[src/rtl/opb_cfg_seq_pkg.sv]
// Shared constants for the OPB configuration-write sequencer: FSM encodings,
// the table end marker and the full-word byte enable.
package opb_cfg_seq_pkg;

  localparam logic [2:0] ST_IDLE = 3'd0;
  localparam logic [2:0] ST_LOAD = 3'd1;
  localparam logic [2:0] ST_REQ  = 3'd2;
  localparam logic [2:0] ST_XFER = 3'd3;
  localparam logic [2:0] ST_NEXT = 3'd4;
  localparam logic [2:0] ST_FIN  = 3'd5;
  localparam logic [2:0] ST_ERR  = 3'd6;

  localparam logic [31:0] END_MARKER = 32'hFFFF_FFFF;
  localparam logic [3:0]  BE_ALL     = 4'hF;

endpackage

[src/rtl/opb_xfer_watchdog.sv]
// Counts consecutive enabled cycles; expired is high during the C_WDOG_CYCLES-th one,
// so the owner can leave on that same edge.
module opb_xfer_watchdog #(
  parameter int C_WDOG_CYCLES = 16
) (
  input  logic clk,
  input  logic rst,
  input  logic clr,
  input  logic en,
  output logic expired
);

  localparam int CW = $clog2(C_WDOG_CYCLES + 1);

  logic [CW-1:0] cnt_q, cnt_d;

  assign expired = en && (cnt_q == CW'(C_WDOG_CYCLES - 1));

  always_comb begin
    cnt_d = cnt_q;
    if (clr) begin
      cnt_d = '0;
    end else if (en && !expired) begin
      cnt_d = cnt_q + CW'(1);
    end
  end

  always_ff @(posedge clk or posedge rst) begin
    if (rst) begin
      cnt_q <= '0;
    end else begin
      cnt_q <= cnt_d;
    end
  end

endmodule

[src/rtl/opb_cfg_write_sequencer.sv]
// OPB write-only master that replays a configuration table into OPB slaves after start,
// handling arbitration, retry, error acknowledge, bus timeout and a per-transfer watchdog.
module opb_cfg_write_sequencer
  import opb_cfg_seq_pkg::*;
#(
  parameter int C_OPB_AWIDTH  = 32,
  parameter int C_OPB_DWIDTH  = 32,
  parameter int C_NUM_ENTRIES = 16,
  parameter int C_MAX_RETRY   = 4,
  parameter int C_WDOG_CYCLES = 16,
  parameter int IDXW          = $clog2(C_NUM_ENTRIES)
) (
  input  logic                    OPB_Clk,
  input  logic                    OPB_Rst,
  input  logic                    start,
  output logic                    busy,
  output logic                    done,
  output logic                    error,
  output logic [IDXW-1:0]         err_index,
  output logic [IDXW-1:0]         tbl_idx,
  input  logic [0:C_OPB_AWIDTH-1] tbl_addr,
  input  logic [0:C_OPB_DWIDTH-1] tbl_data,
  output logic                    M_request,
  input  logic                    OPB_MGrant,
  output logic                    M_select,
  output logic                    M_busLock,
  output logic                    M_seqAddr,
  output logic                    M_RNW,
  output logic [0:3]              M_BE,
  output logic [0:C_OPB_AWIDTH-1] M_ABus,
  output logic [0:C_OPB_DWIDTH-1] M_DBus,
  input  logic                    OPB_xferAck,
  input  logic                    OPB_errAck,
  input  logic                    OPB_retry,
  input  logic                    OPB_timeout,
  output logic [2:0]              dbg_state
);

  localparam int RW = $clog2(C_MAX_RETRY + 1);

  logic [2:0]              state_q, state_d;
  logic [IDXW-1:0]         idx_q, idx_d;
  logic [IDXW-1:0]         err_idx_q, err_idx_d;
  logic [RW-1:0]           retry_q, retry_d;
  logic                    busy_q, busy_d;
  logic                    done_q, done_d;
  logic                    error_q, error_d;
  logic                    request_q, request_d;
  logic                    select_q, select_d;
  logic [0:C_OPB_AWIDTH-1] addr_q, addr_d;
  logic [0:C_OPB_DWIDTH-1] data_q, data_d;
  logic                    wd_expired;

  opb_xfer_watchdog #(.C_WDOG_CYCLES(C_WDOG_CYCLES)) u_wdog (
    .clk     (OPB_Clk),
    .rst     (OPB_Rst),
    .clr     (state_q != ST_XFER),
    .en      (state_q == ST_XFER),
    .expired (wd_expired)
  );

  always_comb begin
    state_d   = state_q;
    idx_d     = idx_q;
    err_idx_d = err_idx_q;
    retry_d   = retry_q;
    busy_d    = busy_q;
    done_d    = done_q;
    error_d   = error_q;
    request_d = request_q;
    select_d  = select_q;
    addr_d    = addr_q;
    data_d    = data_q;
    case (state_q)
      ST_IDLE: begin
        if (start) begin
          idx_d   = '0;
          retry_d = '0;
          done_d  = 1'b0;
          error_d = 1'b0;
          busy_d  = 1'b1;
          state_d = ST_LOAD;
        end
      end
      ST_LOAD: begin
        addr_d = tbl_addr;
        data_d = tbl_data;
        if (tbl_addr == END_MARKER) begin
          state_d = ST_FIN;
        end else begin
          request_d = 1'b1;
          state_d   = ST_REQ;
        end
      end
      ST_REQ: begin
        if (OPB_MGrant) begin
          request_d = 1'b0;
          select_d  = 1'b1;
          state_d   = ST_XFER;
        end
      end
      ST_XFER: begin
        // Error responses beat a same-cycle ack; ack beats retry; watchdog is the fallback.
        if (OPB_errAck || OPB_timeout) begin
          select_d = 1'b0;
          state_d  = ST_ERR;
        end else if (OPB_xferAck) begin
          select_d = 1'b0;
          state_d  = ST_NEXT;
        end else if (OPB_retry) begin
          select_d = 1'b0;
          retry_d  = retry_q + RW'(1);
          if (retry_d == RW'(C_MAX_RETRY)) begin
            state_d = ST_ERR;
          end else begin
            request_d = 1'b1;
            state_d   = ST_REQ;
          end
        end else if (wd_expired) begin
          select_d = 1'b0;
          state_d  = ST_ERR;
        end
      end
      ST_NEXT: begin
        retry_d = '0;
        if (idx_q == IDXW'(C_NUM_ENTRIES - 1)) begin
          state_d = ST_FIN;
        end else begin
          idx_d   = idx_q + IDXW'(1);
          state_d = ST_LOAD;
        end
      end
      ST_FIN: begin
        done_d  = 1'b1;
        busy_d  = 1'b0;
        state_d = ST_IDLE;
      end
      ST_ERR: begin
        error_d   = 1'b1;
        err_idx_d = idx_q;
        busy_d    = 1'b0;
        state_d   = ST_IDLE;
      end
      default: state_d = ST_IDLE;
    endcase
  end

  always_ff @(posedge OPB_Clk or posedge OPB_Rst) begin
    if (OPB_Rst) begin
      state_q   <= ST_IDLE;
      idx_q     <= '0;
      err_idx_q <= '0;
      retry_q   <= '0;
      busy_q    <= 1'b0;
      done_q    <= 1'b0;
      error_q   <= 1'b0;
      request_q <= 1'b0;
      select_q  <= 1'b0;
      addr_q    <= '0;
      data_q    <= '0;
    end else begin
      state_q   <= state_d;
      idx_q     <= idx_d;
      err_idx_q <= err_idx_d;
      retry_q   <= retry_d;
      busy_q    <= busy_d;
      done_q    <= done_d;
      error_q   <= error_d;
      request_q <= request_d;
      select_q  <= select_d;
      addr_q    <= addr_d;
      data_q    <= data_d;
    end
  end

  // Address, data and byte enables are gated by select so this master ORs zero onto the bus when idle.
  assign M_ABus    = select_q ? addr_q : '0;
  assign M_DBus    = select_q ? data_q : '0;
  assign M_BE      = select_q ? BE_ALL : 4'h0;
  assign M_select  = select_q;
  assign M_request = request_q;
  assign M_RNW     = 1'b0;
  assign M_busLock = 1'b0;
  assign M_seqAddr = 1'b0;
  assign busy      = busy_q;
  assign done      = done_q;
  assign error     = error_q;
  assign err_index = err_idx_q;
  assign tbl_idx   = idx_q;
  assign dbg_state = state_q;

endmodule

[config.mk]
export PLATFORM = sky130hd
export DESIGN_NAME = opb_cfg_write_sequencer
export DESIGN_NICKNAME = d
export VERILOG_FILES = /design/src/rtl/opb_cfg_seq_pkg.sv /design/src/rtl/opb_xfer_watchdog.sv /design/src/rtl/opb_cfg_write_sequencer.sv
export SDC_FILE = /design/constraint.sdc
export NUM_CORES = 1
export LEC_CHECK = 0
export CAP_MARGIN = 20
export CORE_MARGIN = 4
export CORE_UTILIZATION = 44
export CTS_CLUSTER_SIZE = 20
export DETAILED_ROUTE_END_ITERATION = 7
export PLACE_DENSITY = 0.78
export SLEW_MARGIN = 10
export SYNTH_ARGS = -nofsm -noshare
export SYNTH_HDL_FRONTEND = slang
export SYNTH_SLANG_ARGS = --single-unit
[constraint.sdc]
create_clock -name OPB_Clk -period 3.7 [get_ports OPB_Clk]
set_input_delay 1.11 -clock OPB_Clk [delete_from_list [all_inputs] [get_ports OPB_Clk]]
set_output_delay 1.11 -clock OPB_Clk [all_outputs]
set_load 0.03 [all_outputs]
==> flow_metrics.env, run 1 <==
export IMPL_period_needed_ns=3.11
export IMPL_antenna_cells=0
export IMPL_tightest_slew_ns=0.869
export IMPL_path_max_fanout=64
export IMPL_ys_top_cells_by_area="dfrtp_1 (52%), mux2_2 (18%), and2_1 (9.7%)"
export IMPL_cts_tree="yes"
export IMPL_worstSkewPairLatency_ns=0.35
export IMPL_coreArea_mm2=0.00928
export IMPL_worstHoldPathType="reg2reg"
export IMPL_die_width_um=106
export IMPL_die_h_um=106
export IMPL_total_power_mw=5.68
export IMPL_startpoint_type="flip-flop"
export IMPL_grt_pass1_wl_um=16300
export IMPL_rows=35
export IMPL_dp_hpwl_um=7320
export IMPL_antenna_found_initial=0
export IMPL_area_delta_synth_final_pct=42.6
export IMPL_cts_sinks=88
export IMPL_cts_buffers=9
export IMPL_vias=3123
export IMPL_setup_ws_ns=0.592
export IMPL_layout_drive_gt1_share=0.181
export IMPL_fmax_mhz=322
export IMPL_reg2reg_to="dbg_state[0]$_DFFE_PP0P_"
export IMPL_path_cells="buf_12 -> and2_1 -> clkdlybuf4s50_1"
export IMPL_yosysMostFrequentCell="dfrtp_1"
export IMPL_grt_max_degree=67
export IMPL_muxShareOfSynthArea=0.189
export IMPL_routedWlPerCell_um=15.7
export IMPL_cp_arrival_ns=2.00
export IMPL_synthArstFlopShare=1.00
export IMPL_dp_cells=621
export IMPL_syn_inst=358
export IMPL_slew_headroom=0.421
export IMPL_synth_common_cells="dfrtp_1 (88), mux2_2 (68), and2_1 (65)"
export IMPL_ys_ff_latch=88
export IMPL_yosys_area_share_simple=0.166
export IMPL_drv_slew=0
export IMPL_power_density_mw_per_mm2=948
export IMPL_setup_viol=0
export IMPL_synth_area_per_cell_um2=11.7
export IMPL_final_core_util=0.646
export IMPL_final_cells=637
export IMPL_cts_buffer_depth=2
export IMPL_period_share=0.840
export IMPL_synth_fa_ha_area_frac=0.0149
export IMPL_cts_max_level=3
export IMPL_reg2reg_from="dbg_state[0]$_DFFE_PP0P_"
export IMPL_io_buffer_count=155
export IMPL_antenna_left=0
export IMPL_dp_slack_ns=0.751
export IMPL_r2r_cells=5
export IMPL_tns_ns=0
export IMPL_io_pins=159
export IMPL_post_cts_resized=0
export IMPL_fin_area_mm2=0.00599
export IMPL_synth_edf_count=0
export IMPL_critPathSlowestCell="clkdlybuf4s50_1"
export IMPL_cts_setup_buffers=0
export IMPL_holdWs_ns=0.502
export IMPL_wl_um=9980
export IMPL_r2r_slack_ns=1.52
export IMPL_grt_overflow=0
export IMPL_cts_root_buf="clkbuf_8"
export IMPL_synth_cell_type_count=41
export IMPL_rsz0062_at_grt="false"
export IMPL_vias_per_cell=4.90
export IMPL_finalHoldViolations=0
export IMPL_synthFlopType="dfrtp_1"
export IMPL_drc=0
export IMPL_gp_congestion=0.796
export IMPL_vdd_drop_max_mv=0.609
export IMPL_yosysSeqAreaShare=0.524
export IMPL_ys_warn_count=0
export IMPL_cts_hold_buf=0
export IMPL_path_class="reg2out"
export IMPL_maxCapViolations=0
export IMPL_synth_xor_area_frac=0.00834
export IMPL_yosys_area_top_type="dfrtp_1"
export IMPL_hold_path_depth=1
export IMPL_min_delay_start="addr_q[28]$_DFFE_PP0N_"
export IMPL_placed_cell_area_mm2=0.00580
export IMPL_cp_data_required_time_ns=2.59
export IMPL_synth_compound_area_frac=0.0494
export IMPL_initial_core_util=0.453
export IMPL_end_kind="output port"
export IMPL_post_synth_top_area_fraction=0.524
export IMPL_fin_nets=580
export IMPL_drt_iter0_markers=123
export IMPL_p_leak_nw=2.44
export IMPL_holdPathEnd="addr_q[28]$_DFFE_PP0N_"
export IMPL_outcome="complete, no violations"
export IMPL_synthesis_area_mm2=0.00420
export IMPL_grt_pass1_vias=3241
export IMPL_synth_top_family_by_area="multiplexers"
export IMPL_dieArea_mm2=0.0112
export IMPL_grt_util_all_layers=0.181
export IMPL_skew_ns=0.0112
export IMPL_dr_pass1_iters=4
export IMPL_clkSlewWorstSetupHoldPaths_ns=0.08
export IMPL_fill_cells=755
export IMPL_max_stage_delay_ns=0.71
==> critical path, delay by kind of cell (launching register included) <==
family,cells,cell delay (ns)
buffers and inverters,2,0.96
DFF,1,0.50
and+or+nand+nor,1,0.16
==> registers in the layout, summed over array words and instances (netlist names), 3 cells and up <==
name and flops:
addr_q 32, data_q 32, dbg_state 3, err_index 4
retry_q 3, tbl_idx 4, u_wdog.cnt_q 5
==> cells by family (layout without fill, tap and decap cells) <==
kind of cell             Yosys count  count (layout)
AND/OR/NAND/NOR                  120             120
adder cells (fa/ha/maj)            5               5
other                              1               3
multiplexers                      71              71
XOR/XNOR                           4               4
AO/OA/AOI/OAI                     35              35
buffers and inverters             34             182
flip-flops                        88              88
==> metal layers <==
metal  routed length, um  vias to the layer above  GRT usage
met4                 174                        0     0.0638
met2                4960                       93      0.301
met5                   0                        -          0
met3                 618                       14     0.0423
met1                4220                     1503      0.231
li1                    -                     1513          -
==> worst max path at each step <==
stage,from,to,slack [ns],cells past startpoint
6_report,M_select$_DFFE_PP0P_,M_DBus[2],0.59,3
5_1_grt,M_select$_DFFE_PP0P_,M_DBus[2],0.47,3
4_1_cts,M_select$_DFFE_PP0P_,M_DBus[0],0.56,3
3_5_place_dp,tbl_addr[1],dbg_state[1]$_DFFE_PP0P_,0.75,5
3_3_place_gp,tbl_addr[1],dbg_state[1]$_DFFE_PP0P_,0.83,5
2_1_floorplan,OPB_Rst,M_request$_DFFE_PP0P_,0.31,1
==> placed cells by master (no fill, tap or decap), types with 5 or more instances in the layout <==
cell type / count
clkbuf_8: 11
clkdlybuf4s50_1: 155
o21ai_0: 13
mux2_2: 68
nand4_1: 8
dfrtp_1: 88
nand2_1: 12
ha_1: 5
nand3_1: 6
inv_1: 6
nor2_1: 13
and2_1: 65
a21oi_1: 9
==> final cells by class <==
type,count,area (um^2),share of cell area
multi-input combinational,238,1810,0.302
clock inverter,5,41.3,0.00689
clock buffer,11,151,0.0253
inverter,8,31.3,0.00522
timing repair buffer,158,1600,0.267
sequential,88,2200,0.367
tap,129,161,0.0269
==> report_power, final <==
part	switching, mW	total (mW)	internal [mW]	leakage (nW)
logic	1.77	3.37	1.60	1.28
clock network	0.345	0.630	0.284	0.0917
registers	0.278	1.68	1.41	1.07
Power figures use the tool's default switching activity.
==> run 2: changes to the inputs <==
--- a/config.mk
+++ b/config.mk
@@ -7,10 +7,10 @@
 export LEC_CHECK = 0
 export CAP_MARGIN = 20
 export CORE_MARGIN = 4
-export CORE_UTILIZATION = 44
+export CORE_UTILIZATION = 40
 export CTS_CLUSTER_SIZE = 20
 export DETAILED_ROUTE_END_ITERATION = 7
-export PLACE_DENSITY = 0.78
+export PLACE_DENSITY = 0.75
 export SLEW_MARGIN = 10
 export SYNTH_ARGS = -nofsm -noshare
 export SYNTH_HDL_FRONTEND = slang
==> constraint.sdc (replaced) <==
create_clock -name OPB_Clk -period 2.59 [get_ports OPB_Clk]
set_input_delay 0.777 -clock OPB_Clk [delete_from_list [all_inputs] [get_ports OPB_Clk]]
set_output_delay 0.777 -clock OPB_Clk [all_outputs]
set_load 0.03 [all_outputs]
==> run 2 against run 1 <==
Effect of this change:
- worst setup slack got worse by 0.47 ns
- sequential power grew 40%
- combinational power rose by 42%
- core utilization is 6.2 points lower
- critical path type unchanged
- largest power group unchanged
- highest routed layer unchanged
==> flow_metrics.env, run 2 (same netlist as run 1, synthesis figures left out) <==
export IMPL_outcome="complete, no violations"
export IMPL_setup_viol=0
export IMPL_cts_tree="yes"
export IMPL_grt_overflow=0
export IMPL_fill_cells=901
export IMPL_reg2reg_to="retry_q[2]$_DFFE_PP0P_"
export IMPL_cp_endpoint="M_ABus[9]"
export IMPL_final_core_util=0.584
export IMPL_wl_met1_um=4750
export IMPL_fin_nets=589
export IMPL_register_area_mm2=0.00221
export IMPL_dieArea_mm2=0.0122
export IMPL_antenna_cells=0
export IMPL_crit_buf_inv=1
export IMPL_worstSkewPairLatency_ns=0.35
export IMPL_p_leak_nw=2.63
export IMPL_power_density_mw_per_mm2=1380
export IMPL_path_max_fanout=15
export IMPL_cp_startpoint="M_select$_DFFE_PP0P_"
export IMPL_r2r_slack_ns=0.75
export IMPL_r2r_cells=5
export IMPL_mostFrequentLayoutCells="clkdlybuf4s50_1 (95), dfrtp_1 (87), mux2_2 (68), and2_1 (65), buf_4 (60)"
export IMPL_initial_core_util=0.409
export IMPL_cts_max_level=3
export IMPL_route_met2_wl_um=4830
export IMPL_dp_cells=636
export IMPL_dr_pass1_iters=4
export IMPL_final_common_cell="clkdlybuf4s50_1"
export IMPL_cp_depth=2
export IMPL_cts_buffer_depth=2
export IMPL_tightest_slew_ns=0.502
export IMPL_dp_hpwl_um=7360
export IMPL_path_class="reg2out"
export IMPL_io_pins=159
export IMPL_holdWs_ns=0.502
export IMPL_critPathSlowestCell="clkdlybuf4s50_1"
export IMPL_drv_slew=0
export IMPL_cts_sinks=88
export IMPL_cts_buffers=9
export IMPL_multi_input_comb_area_mm2=0.00181
export IMPL_antenna_left=0
export IMPL_clkSlewWorstSetupHoldPaths_ns=0.08
export IMPL_finalHoldViolations=0
export IMPL_layout_drive_gt1_share=0.292
export IMPL_antenna_found_initial=0
export IMPL_period_share=0.951
export IMPL_vias_per_cell=4.94
export IMPL_startpoint_type="flip-flop"
export IMPL_grt_util_all_layers=0.165
export IMPL_cts_root_buf="clkbuf_8"
export IMPL_skew_ns=0.0114
export IMPL_fin_area_mm2=0.00600
export IMPL_drt_iter0_markers=123
export IMPL_fmax_mhz=406
export IMPL_coreArea_mm2=0.0103
export IMPL_grt_pass1_vias=3312
export IMPL_period_needed_ns=2.46
export IMPL_cp_arrival_ns=1.69
export IMPL_worstHoldPathType="reg2reg"
export IMPL_max_stage_delay_ns=0.66
export IMPL_vias=3223
export IMPL_io_buffer_count=155
export IMPL_reg_top3="addr_q: 32 flops, data_q: 32 flops, u_wdog.cnt_q: 5 flops"
export IMPL_cts_hold_buf=0
export IMPL_slew_headroom=0.664
export IMPL_vdd_drop_max_mv=0.658
export IMPL_final_cells=653
export IMPL_dr_wl_met3_um=531
export IMPL_rsz0062_at_grt="false"
export IMPL_tns_ns=0
export IMPL_cp_data_required_time_ns=1.81
export IMPL_die_width_um=111
export IMPL_placed_cell_area_mm2=0.00575
export IMPL_end_kind="output port"
export IMPL_wl_um=10300
export IMPL_top_layer_used="met4"
export IMPL_drc=0
export IMPL_path_cells="and2_1 -> clkdlybuf4s50_1"
export IMPL_gp_congestion=0.764
export IMPL_maxCapViolations=0
export IMPL_die_h_um=111
export IMPL_grt_max_degree=67
export IMPL_reg2reg_from="dbg_state[2]$_DFFE_PP0P_"
export IMPL_area_delta_synth_final_pct=42.8
export IMPL_cp_top_family="buffers and inverters"
export IMPL_routedWlPerCell_um=15.7
export IMPL_rows=37
export IMPL_grt_pass1_wl_um=16600
run 2: changes by cell type in the layout (fill, tap and decap cells not counted), moves of 2 or more:
cell	delta
clkdlybuf4s50_1	-60
dlymetal6s2s_1	+3
buf_4	+59
dlygate4sd2_1	+7
bufinv_16	+3
clkinv_4	-2
run 2: worst min-delay path by stage:
stage                                 from                      to  slack, ns  cells after the start
global route        addr_q[17]$_DFFE_PP0N_  addr_q[17]$_DFFE_PP0N_       0.52                      1
CTS                 addr_q[15]$_DFFE_PP0N_  addr_q[15]$_DFFE_PP0N_       0.51                      1
global placement     data_q[3]$_DFFE_PP0N_   data_q[3]$_DFFE_PP0N_       0.48                      1
detailed placement  addr_q[15]$_DFFE_PP0N_  addr_q[15]$_DFFE_PP0N_       0.49                      1
finish              addr_q[17]$_DFFE_PP0N_  addr_q[17]$_DFFE_PP0N_       0.50                      1
floorplan           addr_q[10]$_DFFE_PP0N_  addr_q[10]$_DFFE_PP0N_       0.47                      1
run 2: final cells by class:
| cell class | count | area share |
|---|---|---|
| Multi-Input combinational cell | 238 | 0.301 |
| Timing Repair Buffer | 167 | 0.257 |
| Tap cell | 136 | 0.0283 |
| Inverter | 8 | 0.00563 |
| Clock inverter | 5 | 0.0173 |
| Sequential cell | 88 | 0.367 |
| Clock buffer | 11 | 0.0236 |
run 2: per-layer routing:
layer | global-route usage | vias to the layer above
met1 | 0.222 | 1586
met4 | 0.0616 | 0
li1 | - | 1522
met3 | 0.0400 | 12
met2 | 0.259 | 103
met5 | 0 | -
run 2: worst register-to-register path, cell delays in order, from the launching register on:
cell and delay (ns):
dfrtp_1 0.39, buf_4 0.19, nand3b_1 0.33, nand4bb_1 0.45, mux2i_1 0.24, o22ai_1 0.10
run 2: stage by stage:
| stage | power (mW) | worst slack, ns |
|---|---|---|
| floorplan | 5.55 | 0.432 |
| global placement | 7.13 | 0.0267 |
| detailed placement | 7.23 | -0.0168 |
| CTS | 8.37 | 0.00819 |
| global route | 8.78 | 0.0574 |
| finish | 8.28 | 0.126 |
run 2: timing repair:
action | in CTS | in global routing
setup buffers | 0 | 1
endpoints found under the hold margin | 0 | 0
endpoints found under the setup margin | 19 | 12
resized for setup | 8 | 3
run 2: power breakdown:
part / leakage, nW / total, mW / internal (mW) / switching (mW)
Clock: 0.124 / 1.15 / 0.668 / 0.484
Combinational: 1.44 / 4.77 / 2.14 / 2.63
Sequential: 1.07 / 2.36 / 2.02 / 0.342
